### src/rtl/riscv_pkg.sv
// Shared load/store definitions: funct3 access-size codes, FSM states and
// the size-to-byte-count decode used by the data memory unit.
package riscv_pkg;

  localparam logic [2:0] SZ_B  = 3'b000;
  localparam logic [2:0] SZ_H  = 3'b001;
  localparam logic [2:0] SZ_W  = 3'b010;
  localparam logic [2:0] SZ_BU = 3'b100;
  localparam logic [2:0] SZ_HU = 3'b101;

  typedef enum logic [2:0] {
    ST_IDLE,
    ST_LD1,
    ST_LD2,
    ST_ST2
  } state_t;

  function automatic logic [2:0] sizeBytes(input logic [2:0] size);
    case (size[1:0])
      2'b00:   sizeBytes = 3'd1;
      2'b01:   sizeBytes = 3'd2;
      default: sizeBytes = 3'd4;
    endcase
  endfunction

endpackage

### src/rtl/load_align.sv
// Load result formatter: shifts the {hi,lo} word pair down by the byte offset,
// keeps the accessed bytes and sign- or zero-extends them to 32 bits.
module load_align
  import riscv_pkg::*;
(
  input  logic [31:0] i_hi,
  input  logic [31:0] i_lo,
  input  logic [1:0]  i_off,
  input  logic [2:0]  i_size,
  output logic [31:0] o_data
);

  logic [31:0] w_window;

  assign w_window = 32'({i_hi, i_lo} >> {i_off, 3'b000});

  always_comb begin
    o_data = '0;
    case (i_size)
      SZ_B:    o_data = {{24{w_window[7]}}, w_window[7:0]};
      SZ_H:    o_data = {{16{w_window[15]}}, w_window[15:0]};
      SZ_W:    o_data = w_window;
      SZ_BU:   o_data = {24'h0, w_window[7:0]};
      SZ_HU:   o_data = {16'h0, w_window[15:0]};
      default: o_data = '0;
    endcase
  end

endmodule

### src/rtl/data_mem_unit.sv
// Load/store responder on a word-wide single-port SRAM; steers byte lanes,
// extends load data and splits accesses that straddle a word boundary.
module data_mem_unit
  import riscv_pkg::*;
#(
  parameter int ADDR_W = 10
) (
  input  logic              clk,
  input  logic              rst_n,
  input  logic              req_valid,
  output logic              ready,
  input  logic              data_read_en,
  input  logic              data_write_en,
  input  logic [2:0]        data_size,
  input  logic [31:0]       addr,
  input  logic [31:0]       wdata,
  output logic              rsp_valid,
  output logic [31:0]       rsp_rdata,
  output logic              rsp_err,
  output logic              mem_en,
  output logic              mem_we,
  output logic [3:0]        mem_be,
  output logic [ADDR_W-1:0] mem_addr,
  output logic [31:0]       mem_wdata,
  input  logic [31:0]       mem_rdata
);

  state_t            r_state, w_nextState;
  logic              w_accept, w_illegal, w_split, w_unused;
  logic [1:0]        w_off;
  logic [2:0]        w_nbytes;
  logic [3:0]        w_beMask;
  logic [7:0]        w_beWin;
  logic [31:0]       w_wdMasked;
  logic [63:0]       w_wdWin;
  logic [ADDR_W-1:0] w_wordAddr;
  logic [31:0]       w_alignLo, w_alignData;

  logic [1:0]        r_off;
  logic [2:0]        r_size;
  logic              r_split;
  logic [ADDR_W-1:0] r_addr2;
  logic [31:0]       r_hiData, r_lo;
  logic [3:0]        r_hiBe;
  logic              r_rspValid, r_rspErr;
  logic [31:0]       r_rspRdata;

  assign ready      = (r_state == ST_IDLE);
  assign w_accept   = req_valid && ready && (data_read_en || data_write_en);
  assign w_off      = addr[1:0];
  assign w_nbytes   = sizeBytes(data_size);
  assign w_split    = ({1'b0, w_off} + w_nbytes) > 3'd4;
  assign w_wordAddr = addr[ADDR_W+1:2];
  assign w_unused   = &{1'b0, addr[31:ADDR_W+2]};

  always_comb begin
    w_illegal = 1'b0;
    if (data_read_en && data_write_en)
      w_illegal = 1'b1;
    else if (data_read_en)
      w_illegal = !(data_size inside {SZ_B, SZ_H, SZ_W, SZ_BU, SZ_HU});
    else if (data_write_en)
      w_illegal = !(data_size inside {SZ_B, SZ_H, SZ_W});
  end

  // Store data and byte enables live in a 64-bit window: low half is the first word, high half the second.
  always_comb begin
    w_wdMasked = wdata;
    w_beMask   = 4'b1111;
    case (w_nbytes)
      3'd1: begin w_wdMasked = {24'h0, wdata[7:0]};  w_beMask = 4'b0001; end
      3'd2: begin w_wdMasked = {16'h0, wdata[15:0]}; w_beMask = 4'b0011; end
      default: ;
    endcase
  end

  assign w_wdWin = {32'h0, w_wdMasked} << {w_off, 3'b000};
  assign w_beWin = {4'b0000, w_beMask} << w_off;

  always_ff @(posedge clk) begin
    if (!rst_n) r_state <= ST_IDLE;
    else        r_state <= w_nextState;
  end

  always_comb begin
    w_nextState = r_state;
    mem_en      = 1'b0;
    mem_we      = 1'b0;
    mem_be      = 4'b0000;
    mem_addr    = '0;
    mem_wdata   = '0;
    case (r_state)
      ST_IDLE: begin
        if (w_accept && !w_illegal) begin
          mem_en    = 1'b1;
          mem_we    = data_write_en;
          mem_addr  = w_wordAddr;
          mem_be    = data_write_en ? w_beWin[3:0] : 4'b1111;
          mem_wdata = data_write_en ? w_wdWin[31:0] : 32'h0;
          if (data_read_en) w_nextState = ST_LD1;
          else if (w_split) w_nextState = ST_ST2;
        end
      end
      ST_LD1: begin
        if (r_split) begin
          mem_en      = 1'b1;
          mem_addr    = r_addr2;
          mem_be      = 4'b1111;
          w_nextState = ST_LD2;
        end else begin
          w_nextState = ST_IDLE;
        end
      end
      ST_LD2: w_nextState = ST_IDLE;
      ST_ST2: begin
        mem_en      = 1'b1;
        mem_we      = 1'b1;
        mem_addr    = r_addr2;
        mem_be      = r_hiBe;
        mem_wdata   = r_hiData;
        w_nextState = ST_IDLE;
      end
      default: w_nextState = ST_IDLE;
    endcase
    if (!rst_n) begin
      mem_en = 1'b0;
      mem_we = 1'b0;
    end
  end

  always_ff @(posedge clk) begin
    if (w_accept) begin
      r_off    <= w_off;
      r_size   <= data_size;
      r_split  <= w_split;
      r_addr2  <= w_wordAddr + ADDR_W'(1);
      r_hiData <= w_wdWin[63:32];
      r_hiBe   <= w_beWin[7:4];
    end
    if (r_state == ST_LD1) r_lo <= mem_rdata;
  end

  assign w_alignLo = (r_state == ST_LD1) ? mem_rdata : r_lo;

  load_align u_loadAlign (
    .i_hi   (mem_rdata),
    .i_lo   (w_alignLo),
    .i_off  (r_off),
    .i_size (r_size),
    .o_data (w_alignData)
  );

  // The response is registered so it lands in the cycle the FSM is back in IDLE and can accept again.
  always_ff @(posedge clk) begin
    if (!rst_n) begin
      r_rspValid <= 1'b0;
      r_rspErr   <= 1'b0;
      r_rspRdata <= 32'h0;
    end else begin
      r_rspValid <= 1'b0;
      r_rspErr   <= 1'b0;
      case (r_state)
        ST_IDLE: begin
          if (w_accept && (w_illegal || (data_write_en && !w_split))) begin
            r_rspValid <= 1'b1;
            r_rspErr   <= w_illegal;
            r_rspRdata <= 32'h0;
          end
        end
        ST_LD1: begin
          if (!r_split) begin
            r_rspValid <= 1'b1;
            r_rspRdata <= w_alignData;
          end
        end
        ST_LD2: begin
          r_rspValid <= 1'b1;
          r_rspRdata <= w_alignData;
        end
        ST_ST2: begin
          r_rspValid <= 1'b1;
          r_rspRdata <= 32'h0;
        end
        default: ;
      endcase
    end
  end

  assign rsp_valid = r_rspValid;
  assign rsp_err   = r_rspErr;
  assign rsp_rdata = r_rspRdata;

endmodule

### config.mk
export PLATFORM = sky130hd
export DESIGN_NAME = data_mem_unit
export DESIGN_NICKNAME = d
export VERILOG_FILES = /design/src/rtl/riscv_pkg.sv /design/src/rtl/load_align.sv /design/src/rtl/data_mem_unit.sv
export SDC_FILE = /design/constraint.sdc
export NUM_CORES = 1
export LEC_CHECK = 0
export BUFFER_PORTS_ARGS = -buffer_cell sky130_fd_sc_hd__buf_2
export CAP_MARGIN = 5
export CELL_PAD_IN_SITES_DETAIL_PLACEMENT = 1
export CELL_PAD_IN_SITES_GLOBAL_PLACEMENT = 1
export CORE_MARGIN = 2
export CORE_UTILIZATION = 39
export DETAILED_ROUTE_END_ITERATION = 16
export GPL_ROUTABILITY_DRIVEN = 0
export GPL_TIMING_DRIVEN = 0
export PLACE_DENSITY = 0.84
export SLEW_MARGIN = 10
export SYNTH_ARGS = -nofsm -noshare
export SYNTH_HDL_FRONTEND = slang
export SYNTH_SLANG_ARGS = --single-unit
### constraint.sdc
create_clock -name clk -period 4 [get_ports clk]
set_clock_uncertainty 0.2 [all_clocks]
set_input_delay 0.2 -clock clk [delete_from_list [all_inputs] [get_ports clk]]
set_output_delay 0.2 -clock clk [all_outputs]
set_load 0.005 [all_outputs]
# After elaboration in Yosys (flattened, before gate mapping)
# Cells that the tools add are included.
# word_totals
register_bits,121
input_bits,104
out_inout_bits,83
elab_cells,94
# op_classes
add_sub_neg,2
n_lt_le_gt_ge,1
eq_ne,18
shift,3
muxes,36
n_reduce_logical,23
# op_table
operator,count
32-bit two-way mux,5
32-bit case mux with 5 select lines,1
32-bit case mux with 2 select lines,2
32-bit case mux with 4 select lines,1
32-bit by 5-bit << shifter with 64-bit output,1
64-bit by 5-bit right shift with 32-bit output,1
10-bit case mux with 3 select lines,1
10-bit two-way mux,2
"3-bit by 2-bit == test with 1-bit output, second input constant",5
"3-bit by 1-bit == test with 1-bit output, second input constant",4
"3-bit == test, second input constant",4
4-bit two-way mux,3
3-bit case mux with 2 select lines,2
4-bit case mux with 3 select lines,1
"10-bit by 1-bit adder with 10-bit output, second input constant",1
1-bit two-way mux,10
3-bit zero test,3
3-bit two-way mux,3
4-bit case mux with 2 select lines,1
4-bit by 2-bit << shifter with 8-bit output,1
1-bit logical AND,6
1-bit case mux with 3 select lines,2
3-bit AND reduction,2
5-bit nonzero test,1
15 further kinds,20

# Depth between registers and ports, before layout
# Gate-level depths: netlist (run 1).
# logic_depth
depth_word,11
depth_mapped,14
depth_no_buf,10

# Hierarchy
# Synthesis (run 1) repeated with hierarchy kept, for this count alone.
# unflattened
cells_unflattened,698
area_unflattened_um2,6805.3
# by_module_without_submodules
module,instances,cells_each,area_each_um2,seq_area_each_um2
data_mem_unit,1,583,5585.4,2652.5
load_align,1,115,1219.9,0.0

# Worst setup path before layout (run 1)
# No wires, ideal clock.
# synth_path
path_kind,register -> output
startpoint,register r_state[0]
endpoint,output mem_wdata[18]
arrival_time_ns,2.890
required_time_ns,3.600
path_slack_ns,0.710
stages_incl_launch_ff,9
path_buffers,1
cell_sequence,dfxtp_1 inv_1 ha_1 o211ai_1 inv_1 nand4_1 or3_1 clkbuf_1 o21ai_0
# synth_between
elab_chain_len,6
elab_cells_between_ends,7
cone_classes,eq/ne: 1; mux: 2; reduce/logical: 4
# synth_lines
item,line_no,text
start: declaration,data_mem_unit.sv:28,"state_t r_state, w_nextState;"
start signal: assignment,data_mem_unit.sv:82,else r_state <= w_nextState;
3-bit zero test,data_mem_unit.sv:48,assign ready = (r_state == ST_IDLE);
net ready,data_mem_unit.sv:11,"output logic ready,"
1-bit logical AND (2 in series),data_mem_unit.sv:49,assign w_accept = req_valid && ready && (data_read_en || data_write_en);
net w_accept,data_mem_unit.sv:29,"logic w_accept, w_illegal, w_split, w_unused;"
1-bit logical AND,data_mem_unit.sv:94,if (w_accept && !w_illegal) begin
32-bit two-way mux,data_mem_unit.sv:94,
32-bit case mux with 2 select lines,data_mem_unit.sv:92,case (r_state)
end: declaration,data_mem_unit.sv:24,"output logic [31:0] mem_wdata,"
# The timed path passes the listed nets, and every way through them passes these cells.

# Worst setup path in the final report (run 1)
# layout_path
startpoint,register r_state[0]
endpoint,output mem_wdata[19]
# layout_between
elab_chain_len,6
elab_cells_between_ends,7
cone_classes,eq/ne: 1; mux: 2; reduce/logical: 4
# layout_lines
item,line_no
3-bit zero test,data_mem_unit.sv:48
1-bit logical AND (2 in series),data_mem_unit.sv:49
net w_accept,data_mem_unit.sv:29
1-bit logical AND,data_mem_unit.sv:94
32-bit two-way mux,data_mem_unit.sv:94
32-bit case mux with 2 select lines,data_mem_unit.sv:92
# The timed path passes the listed nets, and every way through them passes these cells.

==> metrics.txt, run 1 <==
Setup violations, final 0; Avg Cell Area, Syn 9.80 um^2; DIE HEIGHT 132 um; power density over cell area 551 nW/um^2; CP max stage delay 500 ps; Reg2Reg Depth 9; DR WL/cell 22.5 um; vias in the first global route 6850; multi-input logic area 3450 um^2; maximum clock frequency 260 MHz; CORE AREA 15900 um^2; Static Leak 3.60 nW; CP startpoint r_state[0]$_SDFFE_PN0P_; max cap viols 0; initial antenna violation count 1; fin crit share 0.963; Cell variety after synth 53; Worst R2R Start r_state[0]$_SDFFE_PN0P_; fillcell total 1847; clk root buf clkbuf_16; gr ovfl total 0; Critical Path RT 3600 ps; Final nets 996; dpl cell area 7500 um^2; Total Wirelength 24.9 mm; clk buf depth 2; Die Footprint 17400 um^2; H-tree levels 3; final HPWL from detailed placement 16.8 mm; IO Count 187; VDD IR max 0.279 mV; CP Max Fanout 39; Sequential Area 2650 um^2; yosys warns 0; largest net degree at the start of global routing 40; commonest cells after routing, fill and taps aside buf_2, nor2_1, dfxtp_1, nand2_1, dlygate4sd3_1; CP Depth 10; post-layout min period 3850 ps; Worst path slowest cell or3_1; Syn Nets 765; #FFs+latches synth 111; DRC errors left 0; Final Hold Fails 0; PortBufs 165; CTS clk-pin slew, worst paths 80 ps; via count 6482; synthesis-to-layout area growth 31.1%; postcts setup bufs 0; Largest delay share family, worst path buffers and inverters; type of destination of the critical path output pin; Post-synth EDFFs 43; Initial DRC Count 598; CTS tree done; Vias/cell 5.87; crit-path cells inv_1 -> ha_1 -> o211ai_1 -> inv_2 -> buf_12 -> nand4_1 -> or3_1 -> clkbuf_1 -> o21ai_0 -> buf_2; normalized max-slew margin 0.484; TritonCTS Sinks 111; TritonCTS buffer count 9; Antenna Nets Post-Route 0; final slew viol count 0; ys flop type dfxtp_1; cell count after synthesis 651; r2r setup slk 1000 ps; setup TNS 0 ps; Buffers & Inverters on Critical Path 5; Critical Path Sink mem_wdata[19]; WS Path Type flip-flop to output pin; Post-Syn Area 6380 um^2; total global-route track usage 0.281; design area 8370 um^2; ys async rst share 0; Setup crit start kind flip-flop; first-pass GRT wire length 38.5 mm; slew at the pin closest to its max-slew limit 752 ps; layout cell share with drive strength beyond 1 0.310; worst-skew pair later-pin latency 380 ps; sequential cell area fraction in the yosys report 0.416; run status completed; crit path DAT 3450 ps; Initial Util 0.400; Die X 132 um; r2r endpoint r_state[1]$_SDFFE_PN0P_; drt first pass iters 5; row cnt 46; Hold WC Path Type primary input to flip-flop; commonest non-fill, non-tap cell in the layout buf_2
worst min-delay path by stage:
stage,startpoint,to,slack [ps],cells after the start
finish,addr[5],r_addr2[3]$_DFFE_PP_,9,2
global route,addr[5],r_addr2[3]$_DFFE_PP_,20,2
CTS,addr[5],r_addr2[3]$_DFFE_PP_,7,2
detailed placement,data_size[1],r_size[1]$_DFFE_PP_,200,1
global placement,data_size[1],r_size[1]$_DFFE_PP_,190,1
floorplan,addr[0],r_off[0]$_DFFE_PP_,100,0
stage by stage:
step / total power (W) / utilization / setup slack [ps] / hold WS [ps] / instances
finish: 0.00461 / 0.525 / 148 / 9.22 / 1104
CTS: 0.00453 / 0.524 / -40.9 / 6.54 / 1104
floorplan: 0.00288 / - / 710 / 98.9 / 651
detailed placement: 0.00353 / 0.470 / 107 / 196 / 1033
global placement: 0.00344 / 0.469 / -710 / 190 / 1032
global route: 0.00482 / 0.525 / -23.5 / 23.3 / 1104
routing by layer:
metal | GRT usage | vias to the layer above | share of wire
li1 | - | 2897 | -
met1 | 0.341 | 3220 | 0.41
met2 | 0.503 | 313 | 0.51
met3 | 0.0450 | 52 | 0.063
met4 | 0.0990 | 0 | 0.025
met5 | 0 | - | 0
flip-flops by register name (all words and copies together) (netlist names):
register and count:
rsp_rdata 32, r_hiBe 3, r_addr2 10, r_size 3, r_hiData 24, r_state 2
r_off 2, r_lo 32, rsp_err 1, r_split 1, rsp_valid 1
Yosys cell counts (all sizes together) (2+ instances only):
library cell	count	share of area
a211oi	2	0.0031
a21oi	27	0.021
a222oi	9	0.014
a22o	26	0.036
a22oi	33	0.039
a31oi	9	0.0088
a32oi	2	0.0027
and2	11	0.011
and3	3	0.0029
buf	21	0.021
clkbuf	29	0.017
dfxtp	68	0.21
edfxtp	43	0.20
ha	9	0.018
inv	11	0.0065
mux2	56	0.10
mux2i	24	0.038
mux4	11	0.041
nand2	66	0.039
nand2b	4	0.0039
nand3	15	0.012
nand3b	8	0.011
nand4	3	0.0029
nor2	73	0.043
nor2b	3	0.0029
nor3	4	0.0031
nor4	2	0.0020
o2111ai	7	0.0096
o211ai	10	0.012
o21ai	42	0.034
xnor2	6	0.0082
xor2	3	0.0041
final cells by class:
cell class | instances | area share
flip-flops and latches | 111 | 0.317
multi-input cells | 479 | 0.413
plain buffers | 49 | 0.0290
clock inverters | 7 | 0.0100
diodes | 1 | 0.000299
inverters | 11 | 0.00494
clock buffers | 9 | 0.0269
well taps | 216 | 0.0323
repair buffers | 221 | 0.167
where the power goes:
part,switching [W],total [W],internal (W)
Combinational,0.00112,0.00194,0.000827
Clock,0.000511,0.000966,0.000455
Sequential,0.000162,0.00170,0.00153
Total,0.00179,0.00461,0.00282
logic make-up (layout without fill, tap and decap cells):
| family | Yosys count | count (layout) | synth area share |
|---|---|---|---|
| buf+inv | 61 | 297 | 0.0449 |
| compound gates | 173 | 173 | 0.189 |
| flops | 111 | 111 | 0.416 |
| other cells | 0 | 1 | 0 |
| mux | 91 | 91 | 0.179 |
| simple gates | 196 | 196 | 0.138 |
| xor+xnor | 9 | 9 | 0.0124 |
| fa+ha+maj | 10 | 10 | 0.0208 |
what timing repair did:
item                                    CTS  global route
resized for setup                         0             3
endpoints found under the hold margin    63             0
endpoints found under the setup margin    2            12
hold buffers                             55             0
(Power assumes the default switching activity.)
==> inputs of run 2 (changes only) <==
--- a/config.mk
+++ b/config.mk
@@ -5,16 +5,17 @@
 export SDC_FILE = /design/constraint.sdc
 export NUM_CORES = 1
 export LEC_CHECK = 0
+export ABC_AREA = 1
 export BUFFER_PORTS_ARGS = -buffer_cell sky130_fd_sc_hd__buf_2
 export CAP_MARGIN = 5
 export CELL_PAD_IN_SITES_DETAIL_PLACEMENT = 1
 export CELL_PAD_IN_SITES_GLOBAL_PLACEMENT = 1
 export CORE_MARGIN = 2
-export CORE_UTILIZATION = 39
+export CORE_UTILIZATION = 37
 export DETAILED_ROUTE_END_ITERATION = 16
 export GPL_ROUTABILITY_DRIVEN = 0
 export GPL_TIMING_DRIVEN = 0
-export PLACE_DENSITY = 0.84
+export PLACE_DENSITY = 0.85
 export SLEW_MARGIN = 10
 export SYNTH_ARGS = -nofsm -noshare
 export SYNTH_HDL_FRONTEND = slang
==> run 2 against run 1 <==
Compared with the run above:
- register-to-register slack better by 60 ps
- power is 4.4% higher
- critical endpoint is now mem_wdata[31]
- maximum frequency is 2.7% higher
- sequential power is 5% lower
- highest routed layer unchanged
- area after synthesis is 4.7% higher
- critical path depth is 1 higher
- hold slack hardly changed
- cell area is 2.2% higher
- die area is 10% higher
==> metrics.txt, run 2 <==
run status completed; Total Wirelength 26.4 mm; yosys warns 0; Cell variety after synth 40; Synth area leader dfxtp_1; largest net degree at the start of global routing 21; ANT cells 0; clk root buf clkbuf_16; CP Max Fanout 18; Avg Cell Area, Syn 6.95 um^2; CTS tree done; ys async rst share 0; RSZ-0062 raised after global routing false; PortBufs 165; maximum clock frequency 267 MHz; final std cells w/o fill 1415; Sequential Area 2650 um^2; ys flop type dfxtp_1; Setup crit start kind flip-flop; slew at the pin closest to its max-slew limit 717 ps; fillcell total 2370; Initial DRC Count 469; Post-Syn Area 6680 um^2; H-tree levels 3; WS Path Type flip-flop to output pin; sequential cell area fraction in the yosys report 0.397; Critical Path RT 3600 ps; top cells by area, synth dfxtp_1, edfxtp_1, nand2_1, nand3_1, a21oi_1; post-layout min period 3750 ps; CTS-repair resized insts 0; final HPWL from detailed placement 19.3 mm; DIE HEIGHT 138 um; IO Count 187; row cnt 49; DRC errors left 0; synth cell count leaders nand2_1, nand3_1, a21oi_1; CTS clk-pin slew, worst paths 80 ps; power density over cell area 562 nW/um^2; clk buf depth 2; Die Footprint 19100 um^2; CORE AREA 17800 um^2; initial antenna violation count 0; multi-input logic area 3490 um^2; worst-skew pair later-pin latency 370 ps; commonest cells after routing, fill and taps aside nand2_1, buf_2, nand3_1, a21oi_1, nor2_1; Die X 138 um; Antenna Nets Post-Route 0; DR WL/cell 18.6 um; Static Leak 4.02 nW; TritonCTS Sinks 111; #FFs+latches synth 111; Final nets 1295; via count 7703; vias in the first global route 7978; Syn Nets 1076; Hold WC Path Type primary input to flip-flop; Post-synth EDFFs 43; fin crit share 0.937; VDD IR max 0.278 mV; commonest non-fill, non-tap cell in the layout nand2_1; setup TNS 0 ps; max cap viols 0; r2r setup slk 1060 ps; drt first pass iters 5; Worst Slack Setup Final 251 ps; dpl cell area 7840 um^2; crit path DAT 3350 ps; Vias/cell 5.44; count leader, synth nand2_1; normalized max-slew margin 0.521; gr ovfl total 0; dpl ws 621 ps; placed cells 1358; Tot Pwr 0.00481 W; layout cell share with drive strength beyond 1 0.203; design area 8550 um^2; Initial Util 0.375; type of destination of the critical path output pin; Final Hold Fails 0; Setup violations, final 0; final slew viol count 0; total global-route track usage 0.273; TritonCTS buffer count 9; cell count after synthesis 962; synthesis-to-layout area growth 28.0%; first-pass GRT wire length 41.9 mm; Synth top area share 0.204
## run 2: metal layers
layer,part of all wire,vias up,track usage
met5,0,-,0
met1,0.42,3692,0.342
met4,0.030,0,0.112
met2,0.49,319,0.475
met3,0.059,57,0.0346
li1,-,3635,-
## run 2: stage by stage
stage	hold slack, ps	utilization
2_1_floorplan	98.9	-
3_3_place_gp	230	0.437
3_5_place_dp	235	0.439
4_1_cts	4.88	0.479
5_1_grt	8.77	0.479
6_report	9.09	0.479
## run 2: path summary, 6_finish.rpt
path | to | cells past startpoint | from
max | mem_wdata[31] | 11 | r_state[0]$_SDFFE_PN0P_
min | r_addr2[2]$_DFFE_PP_ | 2 | addr[4]
max reg2reg | rsp_rdata[2]$_SDFFE_PN0P_ | 10 | r_state[0]$_SDFFE_PN0P_
min reg2reg | rsp_rdata[24]$_SDFFE_PN0P_ | 2 | rsp_rdata[24]$_SDFFE_PN0P_
## run 2: cell type report
class | count | area share
clock inverters | 6 | 0.00644
plain buffers | 63 | 0.0367
well taps | 229 | 0.0335
inverters | 60 | 0.0265
multi-input cells | 728 | 0.408
repair buffers | 208 | 0.150
clock buffers | 10 | 0.0293
flip-flops and latches | 111 | 0.310
## run 2: critical path, cell delays in order (launching register included)
cell	delay, ps
dfxtp_1	360
inv_1	140
ha_1	380
inv_2	120
nor3_4	620
buf_16	240
nand2_2	80
clkinv_2	120
nand3_2	160
buf_2	260
a211oi_1	330
buf_2	190
## run 2: timing repair
action / in CTS / in global routing
hold buffers: 41 / 0
setup buffers: 0 / 0
setup endpoints to repair: 0 / 0
endpoints found under the hold margin: 46 / 0
## run 2: report_power, final
part	total [W]	switching, W	internal, W	leakage [nW]
clock	0.000969	0.000493	0.000476	0.151
combinational	0.00223	0.00152	0.000713	2.90
sequential	0.00161	0.000106	0.00150	0.970
total	0.00481	0.00211	0.00269	4.02
## run 2: cells by family (layout without fill, tap and decap cells)
family,after synthesis,in the layout,share of synthesized area
AND/OR/NAND/NOR,534,534,0.340
AO/OA/AOI/OAI,176,176,0.152
buffers and inverters,123,347,0.0809
flip-flops,111,111,0.397
adder cells (fa/ha/maj),10,10,0.0199
XOR/XNOR,8,8,0.0105
==> inputs of run 3 (changes only) <==
--- a/config.mk
+++ b/config.mk
@@ -10,7 +10,6 @@
 export CAP_MARGIN = 5
 export CELL_PAD_IN_SITES_DETAIL_PLACEMENT = 1
 export CELL_PAD_IN_SITES_GLOBAL_PLACEMENT = 1
-export CORE_MARGIN = 2
 export CORE_UTILIZATION = 37
 export DETAILED_ROUTE_END_ITERATION = 16
 export GPL_ROUTABILITY_DRIVEN = 0
==> run 3 against run 2 <==
Compared with the run above:
- non-clock buffer count rose by 2
- highest routed layer unchanged
- first-iteration DRC count is 14% lower
- clock power decreased by 5.1%
- largest power group unchanged
- cell area unchanged
==> metrics.txt, run 3 (synthesis results as in run 2) <==
run status completed; total global-route track usage 0.292; crit path DAT 3330 ps; Critical Path RT 3600 ps; IO Count 187; Total Wirelength 26.3 mm; final slew viol count 0; drt first pass iters 5; setup TNS 0 ps; Initial Util 0.382; Final nets 1297; TritonCTS buffer count 9; vias in the first global route 7769; TritonCTS Sinks 111; synthesis-to-layout area growth 28.0%; Setup crit start kind flip-flop; layout cell share with drive strength beyond 1 0.203; Die X 136 um; dpl cell area 7830 um^2; postcts setup bufs 0; clk buf depth 2; design area 8550 um^2; row cnt 48; initial antenna violation count 0; maximum clock frequency 268 MHz; via count 7637; VDD IR max 0.283 mV; gr ovfl total 0; Vias/cell 5.40; fin crit share 0.933; RSZ-0062 raised after global routing false; slew at the pin closest to its max-slew limit 761 ps; first-pass GRT wire length 41.1 mm; CP Max Fanout 17; post-layout min period 3730 ps; Antenna Nets Post-Route 0; power density over cell area 555 nW/um^2; Die Footprint 18600 um^2; CTS-repair resized insts 0; clk root buf clkbuf_16; max cap viols 0; type of destination of the critical path output pin; H-tree levels 3; ANT cells 0; WS Path Type flip-flop to output pin; final HPWL from detailed placement 19.0 mm; Setup violations, final 0; worst-skew pair later-pin latency 360 ps; normalized max-slew margin 0.491; DIE HEIGHT 136 um; DR WL/cell 18.6 um; commonest cells after routing, fill and taps aside nand2_1, buf_2, nand3_1, a21oi_1, nor2_1; CTS tree done; Tot Pwr 0.00475 W; CORE AREA 17500 um^2; Final Hold Fails 0; commonest non-fill, non-tap cell in the layout nand2_1; largest net degree at the start of global routing 21; DRC errors left 0; Hold WC Path Type primary input to flip-flop; Hold Buf Count CTS 43; Static Leak 4.02 nW; CTS clk-pin slew, worst paths 80 ps; Initial DRC Count 402; PortBufs 165
==> run 3: cell types whose count changed in the layout (fill, tap and decap cells not counted), sizes merged <==
cell,previous run,this run
clkbuf,40,39
clkinvlp,0,1
dlygate4sd3,41,43
==> run 3: metal layers <==
layer  vias up  wire (um)  track usage
met5         -          0            0
met4         0       1070        0.152
met3        68       1750       0.0343
met2       331      12800        0.517
met1      3597      10600        0.346
li1       3641          -            -
==> run 3: worst paths after layout <==
kind	from	end	cells past startpoint	slack, ps
worst min register to register	rsp_rdata[23]$_SDFFE_PN0P_	rsp_rdata[23]$_SDFFE_PN0P_	2	270
worst max register to register	r_state[0]$_SDFFE_PN0P_	rsp_rdata[5]$_SDFFE_PN0P_	10	1000
worst max-delay path	r_state[0]$_SDFFE_PN0P_	mem_wdata[31]	11	270
worst min-delay path	mem_rdata[2]	r_lo[2]$_DFF_P_	4	10
==> run 3: per-stage QoR <==
stage | util | hold slack [ps] | worst slack (ps) | std cells
final | 0.489 | 14.7 | 268 | 1413
after global routing | 0.489 | 17.8 | 111 | 1413
after CTS | 0.489 | 0.887 | 252 | 1413
after detailed placement | 0.448 | 232 | 639 | 1354
after global placement | 0.446 | 228 | -227 | 1352
after floorplan | - | 98.9 | 774 | 962
==> run 3: power by group <==
group	internal [W]	leakage [nW]	total, W	switching, W
logic	0.000714	2.91	0.00222	0.00151
clock network	0.000438	0.140	0.000920	0.000482
registers	0.00150	0.970	0.00161	0.000105
total	0.00266	4.02	0.00475	0.00209
==> run 3: layout make-up <==
| type | count | area, um^2 |
|---|---|---|
| plain buffers | 63 | 314 |
| clock buffers | 9 | 225 |
| clock inverters | 7 | 65.1 |
| fillers | 2335 | 8920 |
| inverters | 60 | 226 |
| multi-input cells | 728 | 3490 |
| flip-flops and latches | 111 | 2650 |
| well taps | 225 | 282 |
| repair buffers | 210 | 1300 |
==> run 3: worst max-delay path: stages (launching register included) <==
cell and delay [ps]:
dfxtp_1 350, inv_1 140, ha_1 360, inv_2 120
nor3_4 650, buf_16 240, nand2_2 80, clkinv_2 130
nand3_2 160, buf_2 250, a211oi_1 290, buf_2 180
